### config.mk
export PLATFORM = sky130hd
export DESIGN_NAME = pulse_train_gen
export DESIGN_NICKNAME = d
export VERILOG_FILES = /design/src/rtl/pulse_train_pkg.sv /design/src/rtl/pulse_train_gen_phase_cnt.sv /design/src/rtl/pulse_train_gen.sv
export SDC_FILE = /design/constraint.sdc
export NUM_CORES = 1
export LEC_CHECK = 0
export BUFFER_PORTS_ARGS = -buffer_cell sky130_fd_sc_hd__buf_2
export CORE_ASPECT_RATIO = 1.2
export CORE_UTILIZATION = 40
export DETAILED_ROUTE_END_ITERATION = 8
export PLACE_DENSITY = 0.6
export REMOVE_ABC_BUFFERS = 1
export SLEW_MARGIN = 20
export SYNTH_ARGS = -nofsm -noshare
export SYNTH_HDL_FRONTEND = slang
export SYNTH_SLANG_ARGS = --single-unit
### constraint.sdc
create_clock -name clk -period 4.2 [get_ports clk]
set_clock_uncertainty 0.2 [all_clocks]
set_input_delay 0.63 -clock clk [delete_from_list [all_inputs] [get_ports clk]]
set_output_delay 0.63 -clock clk [all_outputs]
set_load 0.01 [all_outputs]
### src/rtl/pulse_train_pkg.sv
// Shared types and default widths for the pulse train generator.
package pulse_train_pkg;

    localparam int LEN_W_DEF = 8;
    localparam int CNT_W_DEF = 8;

    typedef enum logic [1:0] {
        ST_IDLE,
        ST_HIGH,
        ST_LOW,
        ST_DONE
    } state_t;

endpackage

### src/rtl/pulse_train_gen_phase_cnt.sv
// Reloadable phase down-counter: holds the cycles remaining in the current phase.
module pulse_phase_cnt
    import pulse_train_pkg::*;
#(
    parameter int LEN_W = LEN_W_DEF
) (
    input  logic             clk,
    input  logic             rst_n,
    input  logic             load,
    input  logic [LEN_W-1:0] value,
    output logic             zero
);

    logic [LEN_W-1:0] cnt_q;

    // Stops at zero so it can never wrap between phases.
    always_ff @(posedge clk or negedge rst_n) begin
        if (!rst_n) begin
            cnt_q <= '0;
        end else if (load) begin
            cnt_q <= value;
        end else if (cnt_q != '0) begin
            cnt_q <= cnt_q - 1'b1;
        end
    end

    assign zero = (cnt_q == '0);

endmodule

### src/rtl/pulse_train_gen.sv
// Pulse train generator: N pulses of H high / L low cycles, then a done strobe.
// Optional abort input compiled in with macro PULSE_TRAIN_ABORT_EN.
module pulse_train_gen
    import pulse_train_pkg::*;
#(
    parameter int LEN_W = LEN_W_DEF,
    parameter int CNT_W = CNT_W_DEF
) (
    input  logic             clk,
    input  logic             rst_n,
    input  logic             start_i,
    input  logic [CNT_W-1:0] count_i,
    input  logic [LEN_W-1:0] high_len_i,
    input  logic [LEN_W-1:0] low_len_i,
`ifdef PULSE_TRAIN_ABORT_EN
    input  logic             abort_i,
`endif
    output logic             pulse_o,
    output logic             busy_o,
    output logic             done_o
);

    state_t           state_q;
    logic [CNT_W-1:0] cnt_q;
    logic [LEN_W-1:0] hi_m1_q;
    logic [LEN_W-1:0] lo_m1_q;
    logic             abort;
    logic             launch;
    logic             ph_load;
    logic [LEN_W-1:0] ph_value;
    logic             ph_zero;

`ifdef PULSE_TRAIN_ABORT_EN
    assign abort = abort_i;
`else
    assign abort = 1'b0;
`endif

    // Phase counter holds "cycles left minus one", so a length of 0 or 1 both load 0.
    function automatic logic [LEN_W-1:0] len_m1(input logic [LEN_W-1:0] len);
        return (len == '0) ? '0 : len - 1'b1;
    endfunction

    assign launch = start_i && !abort;

    always_comb begin
        ph_load  = 1'b0;
        ph_value = hi_m1_q;
        case (state_q)
            ST_IDLE: begin
                if (launch && count_i != '0) begin
                    ph_load  = 1'b1;
                    ph_value = len_m1(high_len_i);
                end
            end
            ST_HIGH: begin
                if (ph_zero) begin
                    ph_load  = 1'b1;
                    ph_value = lo_m1_q;
                end
            end
            ST_LOW: begin
                if (ph_zero && cnt_q != CNT_W'(1)) begin
                    ph_load  = 1'b1;
                    ph_value = hi_m1_q;
                end
            end
            default: ;
        endcase
    end

    pulse_phase_cnt #(
        .LEN_W (LEN_W)
    ) u_phase_cnt (
        .clk   (clk),
        .rst_n (rst_n),
        .load  (ph_load),
        .value (ph_value),
        .zero  (ph_zero)
    );

    always_ff @(posedge clk or negedge rst_n) begin
        if (!rst_n) begin
            state_q <= ST_IDLE;
            cnt_q   <= '0;
            hi_m1_q <= '0;
            lo_m1_q <= '0;
            pulse_o <= 1'b0;
            busy_o  <= 1'b0;
            done_o  <= 1'b0;
        end else begin
            case (state_q)
                ST_IDLE: begin
                    done_o <= 1'b0;
                    if (launch) begin
                        hi_m1_q <= len_m1(high_len_i);
                        lo_m1_q <= len_m1(low_len_i);
                        cnt_q   <= count_i;
                        if (count_i == '0) begin
                            state_q <= ST_DONE;
                            done_o  <= 1'b1;
                        end else begin
                            state_q <= ST_HIGH;
                            pulse_o <= 1'b1;
                            busy_o  <= 1'b1;
                        end
                    end
                end
                ST_HIGH: begin
                    if (abort) begin
                        state_q <= ST_IDLE;
                        pulse_o <= 1'b0;
                        busy_o  <= 1'b0;
                    end else if (ph_zero) begin
                        state_q <= ST_LOW;
                        pulse_o <= 1'b0;
                    end
                end
                ST_LOW: begin
                    if (abort) begin
                        state_q <= ST_IDLE;
                        busy_o  <= 1'b0;
                    end else if (ph_zero) begin
                        // cnt_q counts pulses still to finish, including the current one.
                        if (cnt_q == CNT_W'(1)) begin
                            state_q <= ST_DONE;
                            busy_o  <= 1'b0;
                            done_o  <= 1'b1;
                            cnt_q   <= '0;
                        end else begin
                            state_q <= ST_HIGH;
                            pulse_o <= 1'b1;
                            cnt_q   <= cnt_q - 1'b1;
                        end
                    end
                end
                ST_DONE: begin
                    done_o  <= 1'b0;
                    state_q <= ST_IDLE;
                end
                default: begin
                    state_q <= ST_IDLE;
                    pulse_o <= 1'b0;
                    busy_o  <= 1'b0;
                    done_o  <= 1'b0;
                end
            endcase
        end
    end

endmodule

==> results of run 1 <==
-- area by class of cell --
cell class | count | area (µm²) | share of cell area, %
Timing Repair Buffer | 30 | 153 | 5.58
Multi-Input combinational cell | 219 | 1400 | 51.0
Inverter | 13 | 48.8 | 1.78
Clock buffer | 5 | 68.8 | 2.51
Clock inverter | 3 | 46.3 | 1.69
Tap cell | 80 | 100 | 3.66
Sequential cell | 37 | 926 | 33.8
-- registers in the layout, summed over array words and instances (netlist names) --
| register | cells |
|---|---|
| cnt_q | 8 |
| hi_m1_q | 8 |
| lo_m1_q | 8 |
| u_phase_cnt.cnt_q | 8 |
| state_q | 2 |
| busy_o | 1 |
| done_o | 1 |
| pulse_o | 1 |
-- per-stage QoR --
stage	worst slack, ps	cell area (µm²)	total power [mW]
finish	1230	2740	1.69
global route	963	2740	1.84
CTS	1250	2740	1.70
detailed placement	1260	2620	1.38
global placement	1400	2620	1.38
floorplan	1670	2370	1.16
-- power groups by stage --
| stage | clock network (mW) | logic (mW) | registers (mW) |
|---|---|---|---|
| 2_1_floorplan | 0 | 0.504 | 0.659 |
| 3_3_place_gp | 0 | 0.659 | 0.720 |
| 4_1_cts | 0.323 | 0.664 | 0.712 |
| 6_report | 0.313 | 0.659 | 0.715 |
| 5_1_grt | 0.341 | 0.759 | 0.740 |
| 3_5_place_dp | 0 | 0.662 | 0.720 |
-- worst min path at each step --
stage               slack (ps)                    from                      to  cells after the start
floorplan                  130                   rst_n      busy_o$_DFFE_PN0P_                      0
global placement           280  lo_m1_q[7]$_DFFE_PN0P_  lo_m1_q[7]$_DFFE_PN0P_                      2
detailed placement         290  lo_m1_q[7]$_DFFE_PN0P_  lo_m1_q[7]$_DFFE_PN0P_                      2
CTS                        260                   rst_n    cnt_q[0]$_DFFE_PN0P_                      1
global route               300                   rst_n    cnt_q[0]$_DFFE_PN0P_                      1
finish                     220                   rst_n    cnt_q[7]$_DFFE_PN0P_                      1
-- logic make-up (layout without fill, tap and decap cells) --
logic type / Yosys count / after routing
DFF: 37 / 37
AOI/OAI and AO/OA: 100 / 100
adders and majority gates: 6 / 6
xor gates and xnor gates: 9 / 9
and+or+nand+nor: 99 / 99
buffers and inverters: 23 / 51
muxes: 5 / 5
-- cells in the mapped netlist, types with 2 or more instances --
cell type   n  area [µm²]
dfrtp_1    37         926
o21ai_0    29         145
nand2_1    27         101
nor2_1     24        90.1
a21oi_1    14        70.1
nor3_1     13        65.1
inv_1      12        45.0
a31oi_1    10        62.6
xnor2_1     8        70.1
a22oi_1     7        52.6
clkbuf_1    6        22.5
ha_1        6        75.1
a32oi_1     5        43.8
nor4_1      5        31.3
a22o_1      4        35.0
mux2i_1     4        40.0
o31ai_1     4        30.0
a211oi_1    3        22.5
buf_2       3        15.0
nand3_1     3        15.0
nor2b_1     3        18.8
nor3b_1     3        22.5
o21a_1      3        22.5
or3_1       3        18.8
a21boi_0    2        15.0
a221oi_1    2        17.5
a22o_2      2        20.0
and2_1      2        12.5
nand2b_1    2        12.5
o211ai_1    2        15.0
or4_1       2        15.0
-- routing by layer --
layer	vias up	track usage (%)	part of all wire [%]
met3	11	5.44	5.7
met2	70	33.3	48
met5	-	0	0
met1	1047	26.6	45
met4	0	9.45	1.9
li1	1102	-	-
-- worst register-to-register path: cells and delay by family (launching register included) --
| family | cells | cell delay [ps] |
|---|---|---|
| AO/OA/AOI/OAI | 3 | 1040 |
| buffers and inverters | 1 | 90 |
| AND/OR/NAND/NOR | 2 | 870 |
| flip-flops | 1 | 410 |
| adder cells (fa/ha/maj) | 1 | 270 |
==> metrics, run 1 <==
Period Utilization, post-route 70.7%; Worst Setup EP u_phase_cnt.cnt_q[2]$_DFFE_PN0P_; GP Congestion ~0.8; internal power 0.983 mW; final hold vios 0; Sink Count 37; first-pass GRT wire length 10200 µm; number of synthesized flops with an enable pin 0; Avg WL per Cell 15.5 µm; Seq/Total Area, Yosys roughly two fifths; CTS Buf Count 5; Routed WL around 6000 µm; Setup crit start kind flip-flop; Via density between 5 and 6; drt pass-1 iters 4; worst flop-to-flop path endpoint u_phase_cnt.cnt_q[2]$_DFFE_PN0P_; Worst R2R Path Depth 7; DRT antenna net count 0; most common cell after layout, fill and taps aside dfrtp_1; DIE WIDTH between 70 and 80 µm; WP buf/inv 1; CTS Root Cell clkbuf_8; Core Util, Final 47.7%; Core ar. about 5700 µm²; RSZ-0062 raised after global routing no; Final setup viols 0; Ys Warns 0; Max clock buf depth 2; Clock Latency Late Sink approximately 300 ps; Sum Neg Setup Slack 0 ps; Setup CP Type flip-flop to flip-flop; status finished clean; Congestion Overflow GR 0; fill cell count 571; layout cells sized above 1 approximately 16%; Worst Setup SP u_phase_cnt.cnt_q[0]$_DFFE_PN0P_; clock network power share a little under a fifth; worst path arrival time 2970 ps; largest family of logic cells by synthesized area compound AO/OA/AOI/OAI gates; Residual DRC 0; Syn Inst Count 279; final net count between 300 and 400; syn_area_per_cell 8.66 µm²; cell row count 30; Crit path depth 7; die height 87.1 µm; max cap viols 0; Worst EP required around 4200 ps; critical path peak fanout 15; Setup Fix Bufs, Post-CTS 0; mux cell area share after synthesis 2.12%; Main synth FF type dfrtp_1; Worst-Margin Slew ~840 ps; simple-gate share of the synthesized area 21.7%; maximum clock frequency roughly 340 MHz; Seq pwr share ~42%; DP Wirelength 4590 µm; hold crit path type primary input to asynchronous set/reset pin; Synth async-reset ratio 100%; maximum VDD drop ~0.28 mV; Pleak 1.11 nW; Distinct cells, synth 60; post-synthesis xor/xnor area fraction under 10%; # IOs 30; CP peak stage delay roughly 640 ps; Max stage delay cell, worst path o211ai_2; P_sw 0.704 mW; hold_buf cts 0; Placed Cells between 300 and 400; CP top delay family compound AO/OA/AOI/OAI gates; sw frac a little over two fifths; post-synthesis adder-cell area fraction 3.11%; CP cell instances inv_1 -> ha_1 -> nor4b_2 -> nand2_1 -> o211ai_2 -> o211ai_1 -> o22a_1; vias in the first global route approximately 2100; antenna violations before repair 0; Syn Std Cell Area around 2400 µm²; pin count of the biggest net entering global routing 38; fin. max-slew vios 0; Max-slew headroom between 40% and 50%; Hold WS approximately 220 ps; area fraction in compound gates after synthesis between 20% and 30%; Comb pwr share between 30% and 40%; worst r2r src u_phase_cnt.cnt_q[0]$_DFFE_PN0P_; Syn-to-layout area delta 13.4%; Clock H-tree levels 2; reg2reg setup slack between 1000 and 1500 ps; via count around 2200; total track usage between 20% and 30%; minimum clock period 2970 ps; Post-Layout Cell Count between 300 and 400; FF+latch count, synth 37; first-iteration detailed-routing DRC count between 150 and 200; Resized Gates After CTS 0; Setup crit end kind flip-flop; antenna cells 0; Initial Util a little over two fifths; CTS clk-pin slew, worst paths roughly 80 ps; CTS tree done; port bufs 29; die area roughly 6400 µm²; cell area power density about 620 nW/µm²; most frequent cells in the layout 37 x dfrtp_1, 29 x o21ai_0, 29 x buf_2
(Power assumes the default switching activity.)
==> run 2, diff against run 1 <==
==> constraint.sdc (replaced) <==
create_clock -name clk -period 2.9 [get_ports clk]
set_clock_uncertainty 0.2 [all_clocks]
set_input_delay 0.435 -clock clk [delete_from_list [all_inputs] [get_ports clk]]
set_output_delay 0.435 -clock clk [all_outputs]
set_load 0.01 [all_outputs]
==> run 2 against run 1 <==
  * Largest power group is now combinational logic
  * Via count rose by 0.54%
  * Combinational power up 61%
  * Worst hold slack worse by 170 ps
  * Die area did not move
  * Non-clock buffer count rose by 10
  * Fmax rose by 20%
  * Global-route usage grew 0.68 points
==> metrics, run 2 (synthesis results as in run 1) <==
Max stage delay cell, worst path o211ai_2; Initial Util 42.0% (unchanged); Setup crit start kind flip-flop; Core ar. 5740 µm² (unchanged); vias in the first global route 2129 (-0.28%); layout cells sized above 1 18.9% (+2.6 points); Routed WL 6150 µm (+2.5%); CP top delay family compound AO/OA/AOI/OAI gates; Avg WL per Cell 15.5 µm (about the same); port bufs 29 (unchanged); Pleak 1.16 nW (+4.6%); final hold vios 0 (unchanged); reg2reg setup slack 430 ps (-800 ps); die area 6350 µm² (unchanged); fin. max-slew vios 0 (unchanged); Worst EP required 2880 ps (-1310 ps); antenna cells 0 (unchanged); DRT antenna net count 0 (unchanged); Worst R2R Path Depth 7 (unchanged); # IOs 30 (unchanged); Sink Count 37 (unchanged); critical path peak fanout 14 (-1); Setup crit end kind flip-flop; maximum clock frequency 405 MHz (+20%); Period Utilization, post-route 85.2% (+14 points); total track usage 21.6% (+0.68 points); maximum VDD drop 0.372 mV (+35%); DIE WIDTH 72.9 µm (unchanged); antenna violations before repair 0 (unchanged); worst r2r src u_phase_cnt.cnt_q[0]$_DFFE_PN0P_; final net count 349 (+2.9%); CTS Root Cell clkbuf_8; GP Congestion 0.826 (+1.3%); max cap viols 0 (unchanged); Syn-to-layout area delta 15.9%; drt pass-1 iters 4 (unchanged); Setup CP Type flip-flop to flip-flop; Congestion Overflow GR 0 (unchanged); Residual DRC 0 (unchanged); worst path arrival time 2450 ps (-520 ps); Clock H-tree levels 2 (unchanged); CP cell instances inv_1 -> ha_1 -> nor4b_2 -> nand2_1 -> o211ai_2 -> o211ai_1 -> o22a_1; CP peak stage delay 540 ps (-100 ps); CTS clk-pin slew, worst paths 70 ps (about the same); most common cell after layout, fill and taps aside dfrtp_1; most frequent cells in the layout 37 x dfrtp_1, 29 x o21ai_0, 29 x buf_2; worst flop-to-flop path endpoint u_phase_cnt.cnt_q[2]$_DFFE_PN0P_; Post-Layout Cell Count 397 (+2.6%); met3 routed WL 271 µm (-20%); first-pass GRT wire length 10400 µm (+1.9%); status finished clean; Via density 5.65 (-2.0%); Resized Gates After CTS 0 (unchanged); pin count of the biggest net entering global routing 38 (unchanged); die height 87.1 µm (unchanged); Clock Latency Late Sink 290 ps (about the same); hold_buf cts 0 (unchanged); CTS Buf Count 5 (unchanged); Sum Neg Setup Slack 0 ps (unchanged); M1 WL 2810 µm (+4.8%); CTS tree done; Worst-Margin Slew 839 ps (-5.11 ps); Max-slew headroom 44.1% (+0.60 points); first-iteration detailed-routing DRC count 140 (-16%); Setup Fix Bufs, Post-CTS 0 (unchanged); via count 2242 (+0.54%); RSZ-0062 raised after global routing no; Final setup viols 0 (unchanged); WP buf/inv 1 (unchanged); met2 WL 2940 µm (+2.9%); Top Metal Used met4; hold crit path type primary input to asynchronous set/reset pin; Placed Cells 389 (+2.6%); cell area power density 867 nW/µm² (+41%); DP Wirelength 4680 µm (+1.9%); cell row count 30 (unchanged); minimum clock period 2470 ps (-501 ps); Max clock buf depth 2 (unchanged)
[run 2: cell types whose count changed in the layout (fill, tap and decap cells not counted), sizes merged]
cell / before / now
bufinv: 1 / 0
buf: 30 / 40
clkbuf: 5 / 7
clkinvlp: 1 / 0
[run 2: worst max-delay path by stage]
stage                     cells after the start                                to  slack [ps]                              from
after floorplan                               7  u_phase_cnt.cnt_q[2]$_DFFE_PN0P_         370  u_phase_cnt.cnt_q[0]$_DFFE_PN0P_
after global placement                        5  u_phase_cnt.cnt_q[6]$_DFFE_PN0P_         350                        count_i[4]
after detailed placement                      5  u_phase_cnt.cnt_q[6]$_DFFE_PN0P_         280                        count_i[4]
after CTS                                     7  u_phase_cnt.cnt_q[2]$_DFFE_PN0P_         450  u_phase_cnt.cnt_q[0]$_DFFE_PN0P_
after global routing                          8  u_phase_cnt.cnt_q[3]$_DFFE_PN0P_         190  u_phase_cnt.cnt_q[0]$_DFFE_PN0P_
final                                         7  u_phase_cnt.cnt_q[2]$_DFFE_PN0P_         430  u_phase_cnt.cnt_q[0]$_DFFE_PN0P_
[run 2: area by class of cell]
type	count	area (µm²)
multi-input combinational	219	1400
clock inverter	1	5.00
clock buffer	7	96.3
fill	565	2940
tap	80	100
inverter	13	48.8
sequential	37	926
timing repair buffer	40	228
[run 2: through the flow]
stage	area (µm²)	total power, mW	utilization (%)	hold slack (ps)	setup WS, ps
finish	2800	2.43	48.7	45.1	430
global route	2800	2.65	48.7	114	192
CTS	2800	2.44	48.7	76.5	447
detailed placement	2700	2.03	47.0	279	284
global placement	2700	2.02	47.0	267	351
floorplan	2370	1.68	-	-60.6	372
[run 2: per-layer routing]
layer  vias up  track usage [%]
met5         -                0
met3         9             3.82
li1       1128                -
met2        56             36.0
met1      1049             28.1
met4         0             7.49
[run 2: power by group]
| group | switching, mW | total [mW] | internal, mW | leakage, nW |
|---|---|---|---|---|
| Sequential | 0.216 | 0.971 | 0.755 | 0.439 |
| Combinational | 0.607 | 1.06 | 0.449 | 0.664 |
| Clock | 0.184 | 0.399 | 0.215 | 0.0542 |
| Total | 1.01 | 2.43 | 1.42 | 1.16 |
